**src/rtl/mc_control_fsm_if.sv**
```systemverilog
// Control bundle between the multi-cycle sequencer and the datapath/memory port.
// mem_ready is the memory's ready for the request held on MemRead/MemWrite with
// the address selected by IorD. The request and address stay stable until the
// cycle mem_ready = 1, and that cycle completes the access.
interface mc_control_fsm_if;
    logic [5:0] opcode;
    logic [5:0] func;
    logic       mem_ready;
    logic       PCWrite;
    logic       Branch;
    logic       IorD;
    logic       MemRead;
    logic       MemWrite;
    logic       IRWrite;
    logic       RegDst;
    logic       MemtoReg;
    logic       RegWrite;
    logic       ALUSrcA;
    logic [1:0] ALUSrcB;
    logic [1:0] ALUOp;
    logic [1:0] PCSrc;
    logic [3:0] state;
    logic       instr_done;
    logic       trap;

    modport master (
        input  opcode, func, mem_ready,
        output PCWrite, Branch, IorD, MemRead, MemWrite, IRWrite, RegDst,
               MemtoReg, RegWrite, ALUSrcA, ALUSrcB, ALUOp, PCSrc,
               state, instr_done, trap
    );

    modport slave (
        output opcode, func, mem_ready,
        input  PCWrite, Branch, IorD, MemRead, MemWrite, IRWrite, RegDst,
               MemtoReg, RegWrite, ALUSrcA, ALUSrcB, ALUOp, PCSrc,
               state, instr_done, trap
    );
endinterface

```
**src/rtl/mc_control_fsm.sv**
```systemverilog
// Multi-cycle MIPS control sequencer: Moore FSM stepping fetch/decode/execute/
// memory/writeback, stalling on mem_ready and trapping on unsupported encodings.
module mc_control_fsm (
    input  logic             clk,
    input  logic             rst_n,
    mc_control_fsm_if.master bus
);
    localparam logic [3:0] S_RST    = 4'd0;
    localparam logic [3:0] S_FETCH  = 4'd1;
    localparam logic [3:0] S_DECODE = 4'd2;
    localparam logic [3:0] S_MEMADR = 4'd3;
    localparam logic [3:0] S_MEMRD  = 4'd4;
    localparam logic [3:0] S_MEMWB  = 4'd5;
    localparam logic [3:0] S_MEMWR  = 4'd6;
    localparam logic [3:0] S_EXEC   = 4'd7;
    localparam logic [3:0] S_ALUWB  = 4'd8;
    localparam logic [3:0] S_BRANCH = 4'd9;
    localparam logic [3:0] S_JUMP   = 4'd10;
    localparam logic [3:0] S_IMMEX  = 4'd11;
    localparam logic [3:0] S_IMMWB  = 4'd12;
    localparam logic [3:0] S_TRAP   = 4'd15;

    localparam logic [5:0] OP_RTYPE = 6'b000000;
    localparam logic [5:0] OP_LW    = 6'b100011;
    localparam logic [5:0] OP_SW    = 6'b101011;
    localparam logic [5:0] OP_BEQ   = 6'b000100;
    localparam logic [5:0] OP_J     = 6'b000010;
    localparam logic [5:0] OP_ADDI  = 6'b001000;
    localparam logic [5:0] OP_ANDI  = 6'b001100;
    localparam logic [5:0] OP_ORI   = 6'b001101;
    localparam logic [5:0] OP_XORI  = 6'b001110;
    localparam logic [5:0] OP_SLTI  = 6'b001010;

    logic [3:0] r_state;
    logic       r_trap;
    logic [3:0] w_next;
    logic       w_func_ok;

    logic       w_pc_write, w_branch, w_iord, w_mem_read, w_mem_write, w_ir_write;
    logic       w_reg_dst, w_mem_to_reg, w_reg_write, w_alu_src_a, w_instr_done;
    logic [1:0] w_alu_src_b, w_alu_op, w_pc_src;

    always_comb begin
        case (bus.func)
            6'b100000, 6'b100010, 6'b100100, 6'b100101,
            6'b100110, 6'b100111, 6'b101010: w_func_ok = 1'b1;
            default:                         w_func_ok = 1'b0;
        endcase
    end

    // The trap flag latches on the edge that enters TRAP and only reset clears it.
    always_ff @(posedge clk or negedge rst_n) begin
        if (!rst_n) begin
            r_state <= S_RST;
            r_trap  <= 1'b0;
        end else begin
            r_state <= w_next;
            if (w_next == S_TRAP) r_trap <= 1'b1;
        end
    end

    always_comb begin
        w_next = r_state;
        case (r_state)
            S_RST:    w_next = S_FETCH;
            S_FETCH:  if (bus.mem_ready) w_next = S_DECODE;
            S_DECODE: begin
                case (bus.opcode)
                    OP_RTYPE:                                  w_next = w_func_ok ? S_EXEC : S_TRAP;
                    OP_LW, OP_SW:                              w_next = S_MEMADR;
                    OP_BEQ:                                    w_next = S_BRANCH;
                    OP_J:                                      w_next = S_JUMP;
                    OP_ADDI, OP_ANDI, OP_ORI, OP_XORI, OP_SLTI: w_next = S_IMMEX;
                    default:                                   w_next = S_TRAP;
                endcase
            end
            S_MEMADR: begin
                if (bus.opcode == OP_LW)      w_next = S_MEMRD;
                else if (bus.opcode == OP_SW) w_next = S_MEMWR;
                else                          w_next = S_TRAP;
            end
            S_MEMRD:  if (bus.mem_ready) w_next = S_MEMWB;
            S_MEMWR:  if (bus.mem_ready) w_next = S_FETCH;
            S_MEMWB, S_ALUWB, S_BRANCH, S_JUMP, S_IMMWB: w_next = S_FETCH;
            S_EXEC:   w_next = S_ALUWB;
            S_IMMEX:  w_next = S_IMMWB;
            S_TRAP:   w_next = S_TRAP;
            default:  w_next = S_TRAP;
        endcase
    end

    always_comb begin
        w_pc_write   = 1'b0;
        w_branch     = 1'b0;
        w_iord       = 1'b0;
        w_mem_read   = 1'b0;
        w_mem_write  = 1'b0;
        w_ir_write   = 1'b0;
        w_reg_dst    = 1'b0;
        w_mem_to_reg = 1'b0;
        w_reg_write  = 1'b0;
        w_alu_src_a  = 1'b0;
        w_alu_src_b  = 2'b00;
        w_alu_op     = 2'b00;
        w_pc_src     = 2'b00;
        w_instr_done = 1'b0;
        case (r_state)
            S_FETCH: begin
                w_mem_read  = 1'b1;
                w_alu_src_b = 2'b01;
                w_ir_write  = bus.mem_ready;
                w_pc_write  = bus.mem_ready;
            end
            // Branch target is precomputed into ALUOut while the opcode is decoded.
            S_DECODE: w_alu_src_b = 2'b11;
            S_MEMADR: begin
                w_alu_src_a = 1'b1;
                w_alu_src_b = 2'b10;
            end
            S_MEMRD: begin
                w_iord     = 1'b1;
                w_mem_read = 1'b1;
            end
            S_MEMWB: begin
                w_mem_to_reg = 1'b1;
                w_reg_write  = 1'b1;
                w_instr_done = 1'b1;
            end
            S_MEMWR: begin
                w_iord       = 1'b1;
                w_mem_write  = 1'b1;
                w_instr_done = bus.mem_ready;
            end
            S_EXEC: begin
                w_alu_src_a = 1'b1;
                w_alu_op    = 2'b10;
            end
            S_ALUWB: begin
                w_reg_dst    = 1'b1;
                w_reg_write  = 1'b1;
                w_instr_done = 1'b1;
            end
            S_BRANCH: begin
                w_alu_src_a  = 1'b1;
                w_alu_op     = 2'b01;
                w_branch     = 1'b1;
                w_pc_src     = 2'b01;
                w_instr_done = 1'b1;
            end
            S_JUMP: begin
                w_pc_write   = 1'b1;
                w_pc_src     = 2'b10;
                w_instr_done = 1'b1;
            end
            S_IMMEX: begin
                w_alu_src_a = 1'b1;
                w_alu_src_b = 2'b10;
                w_alu_op    = 2'b11;
            end
            S_IMMWB: begin
                w_reg_write  = 1'b1;
                w_instr_done = 1'b1;
            end
            default: ;
        endcase
    end

    assign bus.PCWrite    = w_pc_write;
    assign bus.Branch     = w_branch;
    assign bus.IorD       = w_iord;
    assign bus.MemRead    = w_mem_read;
    assign bus.MemWrite   = w_mem_write;
    assign bus.IRWrite    = w_ir_write;
    assign bus.RegDst     = w_reg_dst;
    assign bus.MemtoReg   = w_mem_to_reg;
    assign bus.RegWrite   = w_reg_write;
    assign bus.ALUSrcA    = w_alu_src_a;
    assign bus.ALUSrcB    = w_alu_src_b;
    assign bus.ALUOp      = w_alu_op;
    assign bus.PCSrc      = w_pc_src;
    assign bus.state      = r_state;
    assign bus.instr_done = w_instr_done;
    assign bus.trap       = r_trap;
endmodule

```
**src/flat_wrapper.sv**
```systemverilog
// flat-port wrapper written by rule: the top's interface ports become plain ports
module mc_control_fsm_flat 
  (clk, rst_n, bus_opcode, bus_func, bus_mem_ready, bus_PCWrite, bus_Branch, bus_IorD, bus_MemRead, bus_MemWrite, bus_IRWrite, bus_RegDst, bus_MemtoReg, bus_RegWrite, bus_ALUSrcA, bus_ALUSrcB, bus_ALUOp, bus_PCSrc, bus_state, bus_instr_done, bus_trap);
  mc_control_fsm_if bus_i ();
  input  logic clk;
  input  logic rst_n;
  input wire logic [$bits(bus_i.opcode)-1:0] bus_opcode;
  input wire logic [$bits(bus_i.func)-1:0] bus_func;
  input wire logic [$bits(bus_i.mem_ready)-1:0] bus_mem_ready;
  output wire logic [$bits(bus_i.PCWrite)-1:0] bus_PCWrite;
  output wire logic [$bits(bus_i.Branch)-1:0] bus_Branch;
  output wire logic [$bits(bus_i.IorD)-1:0] bus_IorD;
  output wire logic [$bits(bus_i.MemRead)-1:0] bus_MemRead;
  output wire logic [$bits(bus_i.MemWrite)-1:0] bus_MemWrite;
  output wire logic [$bits(bus_i.IRWrite)-1:0] bus_IRWrite;
  output wire logic [$bits(bus_i.RegDst)-1:0] bus_RegDst;
  output wire logic [$bits(bus_i.MemtoReg)-1:0] bus_MemtoReg;
  output wire logic [$bits(bus_i.RegWrite)-1:0] bus_RegWrite;
  output wire logic [$bits(bus_i.ALUSrcA)-1:0] bus_ALUSrcA;
  output wire logic [$bits(bus_i.ALUSrcB)-1:0] bus_ALUSrcB;
  output wire logic [$bits(bus_i.ALUOp)-1:0] bus_ALUOp;
  output wire logic [$bits(bus_i.PCSrc)-1:0] bus_PCSrc;
  output wire logic [$bits(bus_i.state)-1:0] bus_state;
  output wire logic [$bits(bus_i.instr_done)-1:0] bus_instr_done;
  output wire logic [$bits(bus_i.trap)-1:0] bus_trap;
  assign bus_i.opcode = bus_opcode;
  assign bus_i.func = bus_func;
  assign bus_i.mem_ready = bus_mem_ready;
  assign bus_PCWrite = bus_i.PCWrite;
  assign bus_Branch = bus_i.Branch;
  assign bus_IorD = bus_i.IorD;
  assign bus_MemRead = bus_i.MemRead;
  assign bus_MemWrite = bus_i.MemWrite;
  assign bus_IRWrite = bus_i.IRWrite;
  assign bus_RegDst = bus_i.RegDst;
  assign bus_MemtoReg = bus_i.MemtoReg;
  assign bus_RegWrite = bus_i.RegWrite;
  assign bus_ALUSrcA = bus_i.ALUSrcA;
  assign bus_ALUSrcB = bus_i.ALUSrcB;
  assign bus_ALUOp = bus_i.ALUOp;
  assign bus_PCSrc = bus_i.PCSrc;
  assign bus_state = bus_i.state;
  assign bus_instr_done = bus_i.instr_done;
  assign bus_trap = bus_i.trap;
  mc_control_fsm u_core (.clk(clk), .rst_n(rst_n), .bus(bus_i));
endmodule
```
**config.mk**
```make
export PLATFORM = sky130hd
export DESIGN_NAME = mc_control_fsm_flat
export DESIGN_NICKNAME = d
export VERILOG_FILES = /design/src/rtl/mc_control_fsm_if.sv /design/src/rtl/mc_control_fsm.sv /design/src/flat_wrapper.sv
export SDC_FILE = /design/constraint.sdc
export NUM_CORES = 1
export LEC_CHECK = 0
export CAP_MARGIN = 15
export CORE_MARGIN = 8
export CORE_UTILIZATION = 34
export DETAILED_ROUTE_END_ITERATION = 7
export GPL_TIMING_DRIVEN = 0
export PLACE_DENSITY = 0.76
export SLEW_MARGIN = 25
export SYNTH_ARGS = -nofsm -noshare
export SYNTH_HDL_FRONTEND = slang
export SYNTH_SLANG_ARGS = --single-unit
```
**constraint.sdc**
```tcl
create_clock -name clk -period 1.48 [get_ports clk]
set_clock_uncertainty 0.15 [all_clocks]
set_input_delay 0.222 -clock clk [delete_from_list [all_inputs] [get_ports clk]]
set_output_delay 0.222 -clock clk [all_outputs]
set_load 0.02 [all_outputs]
```
# After elaboration in Yosys (flattened, before gate mapping)
# Cells that the tools add are included.
dict set report word_totals {
  word_cells 66
  ramBits 0
  memories 0
  inputBits 15
  romBits 0
  latch_bits 0
  reg_bits 5
}
dict set report op_classes {
  div 0
  n_lt_le_gt_ge 0
  n_mul 0
  bitwise_logic 0
  n_eq_ne 29
  n_reduce_logical 12
  n_addsub 0
  n_mux 23
  n_shift 0
}
# cell n
set op_table {}
lappend op_table {{$eq 6x6->1 const B} 9}
lappend op_table {{$pmux 4 s8} 1}
lappend op_table {{$eq 6x4->1 const B} 5}
lappend op_table {{$eq 4x4->1 const B} 6}
lappend op_table {{$mux 4} 6}
lappend op_table {{$pmux 4 s5} 1}
lappend op_table {{$eq 4x3->1 const B} 4}
lappend op_table {{$pmux 2 s3} 2}
lappend op_table {{$mux 1} 10}
lappend op_table {{$reduce_or 5->1} 2}
lappend op_table {{$eq 4x2->1 const B} 2}
lappend op_table {{$reduce_or 2->1} 4}
lappend op_table {{$reduce_or 7->1} 1}
lappend op_table {{$eq 6x2->1 const B} 1}
lappend op_table {{$eq 6x3->1 const B} 1}
lappend op_table {{$logic_not 6->1} 1}
lappend op_table {{$reduce_or 6->1} 1}
lappend op_table {{$eq 4x1->1 const B} 1}
lappend op_table {{$logic_not 4->1} 1}
lappend op_table {{$pmux 1 s2} 2}
lappend op_table {{$pmux 2 s2} 1}
lappend op_table {{$reduce_or 4->1} 1}
lappend op_table {{$reduce_or 3->1} 1}

# Depth between registers and ports, before layout
dict set report logic_depth {
  ltp_word 7
  mapped_depth 6
  mapped_depth_nobuf 5
}

# Worst setup path before layout
# Ideal clock, no wire load.
dict set report synth_path {
  path_type {register to output}
  start {register u_core.r_state[0], in the netlist u_core.bus.state[0]}
  end {output bus_PCSrc[0]}
  setup_slack_ns -0.418
  stages_incl_launch_ff 6
  arrival_time_ns 1.526
  required_ns 1.108
  cell_sequence {dfrtp_1 buf_2 buf_2 nand2_1 nor2_1 buf_4}
}
dict set report synth_between {
  elab_chain_cells 2
}
# item line_no
set synth_lines {}
lappend synth_lines {{from (decl)} mc_control_fsm.sv:34} ;# logic [3:0] r_state;
lappend synth_lines {{from (signal assigned)} mc_control_fsm.sv:57} ;# r_state <= w_next;
lappend synth_lines {{$eq 4x4->1} mc_control_fsm.sv:107} ;# case (r_state)
lappend synth_lines {{$pmux 2 s2 *} mc_control_fsm.sv:107}
lappend synth_lines {{to (decl)} flat_wrapper.sv:22} ;# output wire logic [$bits(bus_i.PCSrc)-1:0] bus_PCSrc;
# Mark *: on every way between the ends. The rest lies on a longest branch, timed or not.

# Worst setup path after layout
dict set report layout_path {
  start {register u_core.r_state[2], in the netlist u_core.bus.state[2]}
  end {register u_core.r_trap, in the netlist u_core.bus.trap}
}
dict set report layout_between {
  elab_chain_cells 4
}
# item line_no
set layout_lines {}
lappend layout_lines {{$eq 4x3->1 (tied with other cells)} mc_control_fsm.sv:64} ;# case (r_state)
lappend layout_lines {{$reduce_or 6->1 (no source line)} --}
lappend layout_lines {{$pmux 4 s8 *} mc_control_fsm.sv:64}
lappend layout_lines {{net u_core.w_next[0]} mc_control_fsm.sv:36} ;# logic [3:0] w_next;
lappend layout_lines {{$eq 4x4->1 *} mc_control_fsm.sv:58} ;# if (w_next == S_TRAP) r_trap <= 1'b1;
lappend layout_lines {{to (signal assigned)} mc_control_fsm.sv:55} ;# r_trap <= 1'b0;
lappend layout_lines {{to (signal assigned)} mc_control_fsm.sv:58}
lappend layout_lines {{to (decl)} mc_control_fsm.sv:35} ;# logic r_trap;
# The timed path passes the listed nets; every way through them passes the cells marked *.
# A chain may end at the register's enable or synchronous reset.

==> flow_metrics.tcl <==
set metrics [dict create \
    slew_headroom 0.744 \
    fmax_mhz 521 \
    die_area_um2 3550 \
    wl_per_cell_um 24.4 \
    worstPathArrival_ns 1.92 \
    grt_overflow 0 \
    r2r_slack_ns -0.44 \
    clockBufferDepth 2 \
    p_sw_frac 0.509 \
    nNetsFinal 178 \
    yosysUniqueCellTypes 34 \
    p_switching_mw 2.11 \
    synth_area_leaders "dfrtp_1 (19%), a21oi_1 (7.0%), nor2_1 (7.0%), o21ai_0 (6.2%), nand2_1 (5.2%)" \
    htreeDepth 1 \
    p_int_mw 2.04 \
    power_mw 4.15 \
    avgSynthCellArea_um2 6.96 \
    clk_pin_slew_ns 0.06 \
    syn_area_um2 647 \
    ys_ff_latch 5 \
    clkSinkCount 5 \
    wirelength_mm 4.57 \
    worst_ep_required_time_ns 1.48 \
    violations "setup timing" \
    yosysTopAreaCell "dfrtp_1" \
    crit_fanout 6 \
    n_fill_cell 57 \
    post-route-util 0.939 \
    cts_buffers 3 \
    cap_violations 0 \
    powerDensity_nw_per_um2 2500 \
    drive_above_1_share 0.636 \
    pwr-share-seq 0.071 \
    synthSimpleGateAreaFrac 0.333 \
    cts_tree "done" \
    crit_path_top_delay_cell "dfrtp_2" \
    core-area_um2 1760 \
    rows 15 \
    clock_latency_ns 0.27 \
    hold_path.class "input pin to asynchronous set/reset pin" \
    drtPass1Iterations 4 \
    comb_power_share 0.884 \
    ir_worst_vdd_v 0.00147 \
    synthesis.nets 108 \
    synth_top_family_by_area "compound AO/OA/AOI/OAI gates" \
    die_h_um 59.6 \
    vias 1175 \
    ys_warn_count 0 \
    run_status "finished, violations left" \
    antennaDiodeCount 0 \
    startpoint_type "flop" \
    drtIter0Drc 81 \
    start_util 0.367 \
    p_leak_nw 0.712 \
    fin_crit_sh 1.30 \
    fin_area_um2 1660 \
    grt_first_pass_wirelength_mm 5.60 \
    clockRootBuffer "clkbuf_4" \
    portBuffers 36 \
    synth-compound-area-share 0.373 \
    gp_congestion 0.886 \
    drc 0 \
    area_delta_synth_final_pct 156 \
    track_usage 0.203 \
    synth_cells 93 \
    synth_top_area_share 0.193 \
    grt_max_degree 11 \
    seqCellArea_um2 130 \
    hold_slack_ns 0.0264 \
    min_period_ns 1.92 \
    hpwl_mm 1.91 \
    antenna_found_initial 0 \
    ctsHoldBuffers 0 \
    critPathKind "flop to flop" \
    viasPerCell 6.28 \
    placed_cell_area_um2 1170 \
    setup_viol 22 \
    synthMuxAreaShare 0 \
    grt_pass1_vias 1089 \
    path_cells "buf_12 > nor2_4 > buf_6 > a32o_1 > nand2_1 > a22o_1 > a31o_1" \
    fp.dieW_um 59.6 \
    pwr-share-clk 0.044 \
    cpPeakStageDelay_ns 0.45 \
    antenna_left 0 \
    fin_ws_ns -0.438 \
    rsz0062_at_grt "true" \
    ioPinCount 37 \
    synth-xor-area-share 0.0135 \
    multiInputGateArea_um2 686 \
    maxSlewViolCount 0 \
    endpoint_kind "flop" \
    worst_slew_pin_slew_ns 0.381 \
    ys_seq_area_frac 0.193 \
    synthAdderAreaFrac 0 \
    final_hold_viol_count 0 \
]
==> registers in the layout, indices dropped and copies added (netlist names) <==
register / cells
u_core.bus.state: 4
u_core.bus.trap: 1
==> cell type report <==
cell class	count	share of cell area
Tap cell	25	0.0189
Timing Repair inverter	1	0.00378
Clock inverter	1	0.00302
Sequential cell	5	0.0785
Multi-Input combinational cell	76	0.414
Clock buffer	3	0.0136
Buffer	6	0.0529
Inverter	6	0.0295
Timing Repair Buffer	64	0.386
==> what timing repair did <==
item,4_1_cts,5_1_grt
endpoints found under the setup margin,27,23
pin swaps,13,8
cloned,3,1
setup buffers,20,5
resized for setup,136,26
==> worst max-delay path, delay by kind of cell (launching register included) <==
kind | cells | cell delay [ns]
buf+inv | 2 | 0.32
flops | 1 | 0.45
simple gates | 2 | 0.25
compound gates | 3 | 0.63
==> cells in the mapped netlist (all sizes together) <==
master    n
a31o      1
a22o      1
nand2b    2
and3      1
a31oi     2
xnor2     1
a21boi    2
nor4b     1
o211ai    2
nand2     9
nor2b     5
nor2     13
a221oi    1
a211oi    3
buf       5
and2b     1
o21ai     8
o22ai     3
nor3      4
nand3b    1
o31ai     1
nor4      1
a211o     1
or2b      1
dfrtp     5
a21oi     9
clkbuf    1
inv       6
a32o      1
a2111oi   1
==> power by group through the flow <==
stage	registers, mW	logic (mW)	clock network (mW)
4_1_cts	0.270	2.93	0.173
2_1_floorplan	0.306	1.39	0
3_3_place_gp	0.252	2.15	0
3_5_place_dp	0.253	2.18	0
6_report	0.295	3.67	0.184
5_1_grt	0.297	3.76	0.193
==> layout by cell type, fill, tap and decap left out, types with 3 or more instances in the layout <==
cell and n:
a21oi_1 5, a21oi_2 4, buf_4 28, buf_6 15
buf_8 4, clkbuf_4 3, clkdlybuf4s50_1 7, dfrtp_2 4
dlygate4sd2_1 9, nand2_1 4, nor2_1 4, nor2_2 3
nor2_4 6, nor2b_1 3, nor3_2 3, o21ai_0 5
==> metrics by stage <==
step | setup WS [ns] | instances | TNS, ns
2_1_floorplan | -0.170 | 93 | -1.44
3_3_place_gp | -0.713 | 154 | -11.16
3_5_place_dp | -0.742 | 154 | -11.69
4_1_cts | -0.314 | 181 | -4.30
5_1_grt | -0.472 | 187 | -7.12
6_report | -0.438 | 187 | -6.55
==> cells by family after synthesis <==
| family | after synthesis |
|---|---|
| and+or+nand+nor | 39 |
| buffers and inverters | 12 |
| xor gates and xnor gates | 1 |
| DFF | 5 |
| AOI/OAI and AO/OA | 36 |
==> layer usage <==
layer / GRT usage / vias up / share of wire / wire (µm)
li1: - / 479 / - / -
met2: 0.354 / 108 / 0.48 / 2210
met5: 0 / - / 0 / 0
met3: 0.0434 / 23 / 0.094 / 428
met1: 0.229 / 565 / 0.37 / 1690
met4: 0.0850 / 0 / 0.052 / 237
==> final timing paths <==
kind | startpoint | cells after the start | end
max in group asynchronous | rst_n | 1 | u_core.bus.state[1]$_DFF_PN0_
worst max register to register | u_core.bus.state[2]$_DFF_PN0_ | 7 | u_core.bus.trap$_DFFE_PN0N_
min in group clk | u_core.bus.trap$_DFFE_PN0N_ | 1 | u_core.bus.trap$_DFFE_PN0N_
worst max-delay path | u_core.bus.state[2]$_DFF_PN0_ | 7 | u_core.bus.trap$_DFFE_PN0N_
worst min register to register | u_core.bus.trap$_DFFE_PN0N_ | 1 | u_core.bus.trap$_DFFE_PN0N_
worst min-delay path | rst_n | 1 | u_core.bus.state[2]$_DFF_PN0_
No activity file was read; power rests on OpenSTA's default activity.
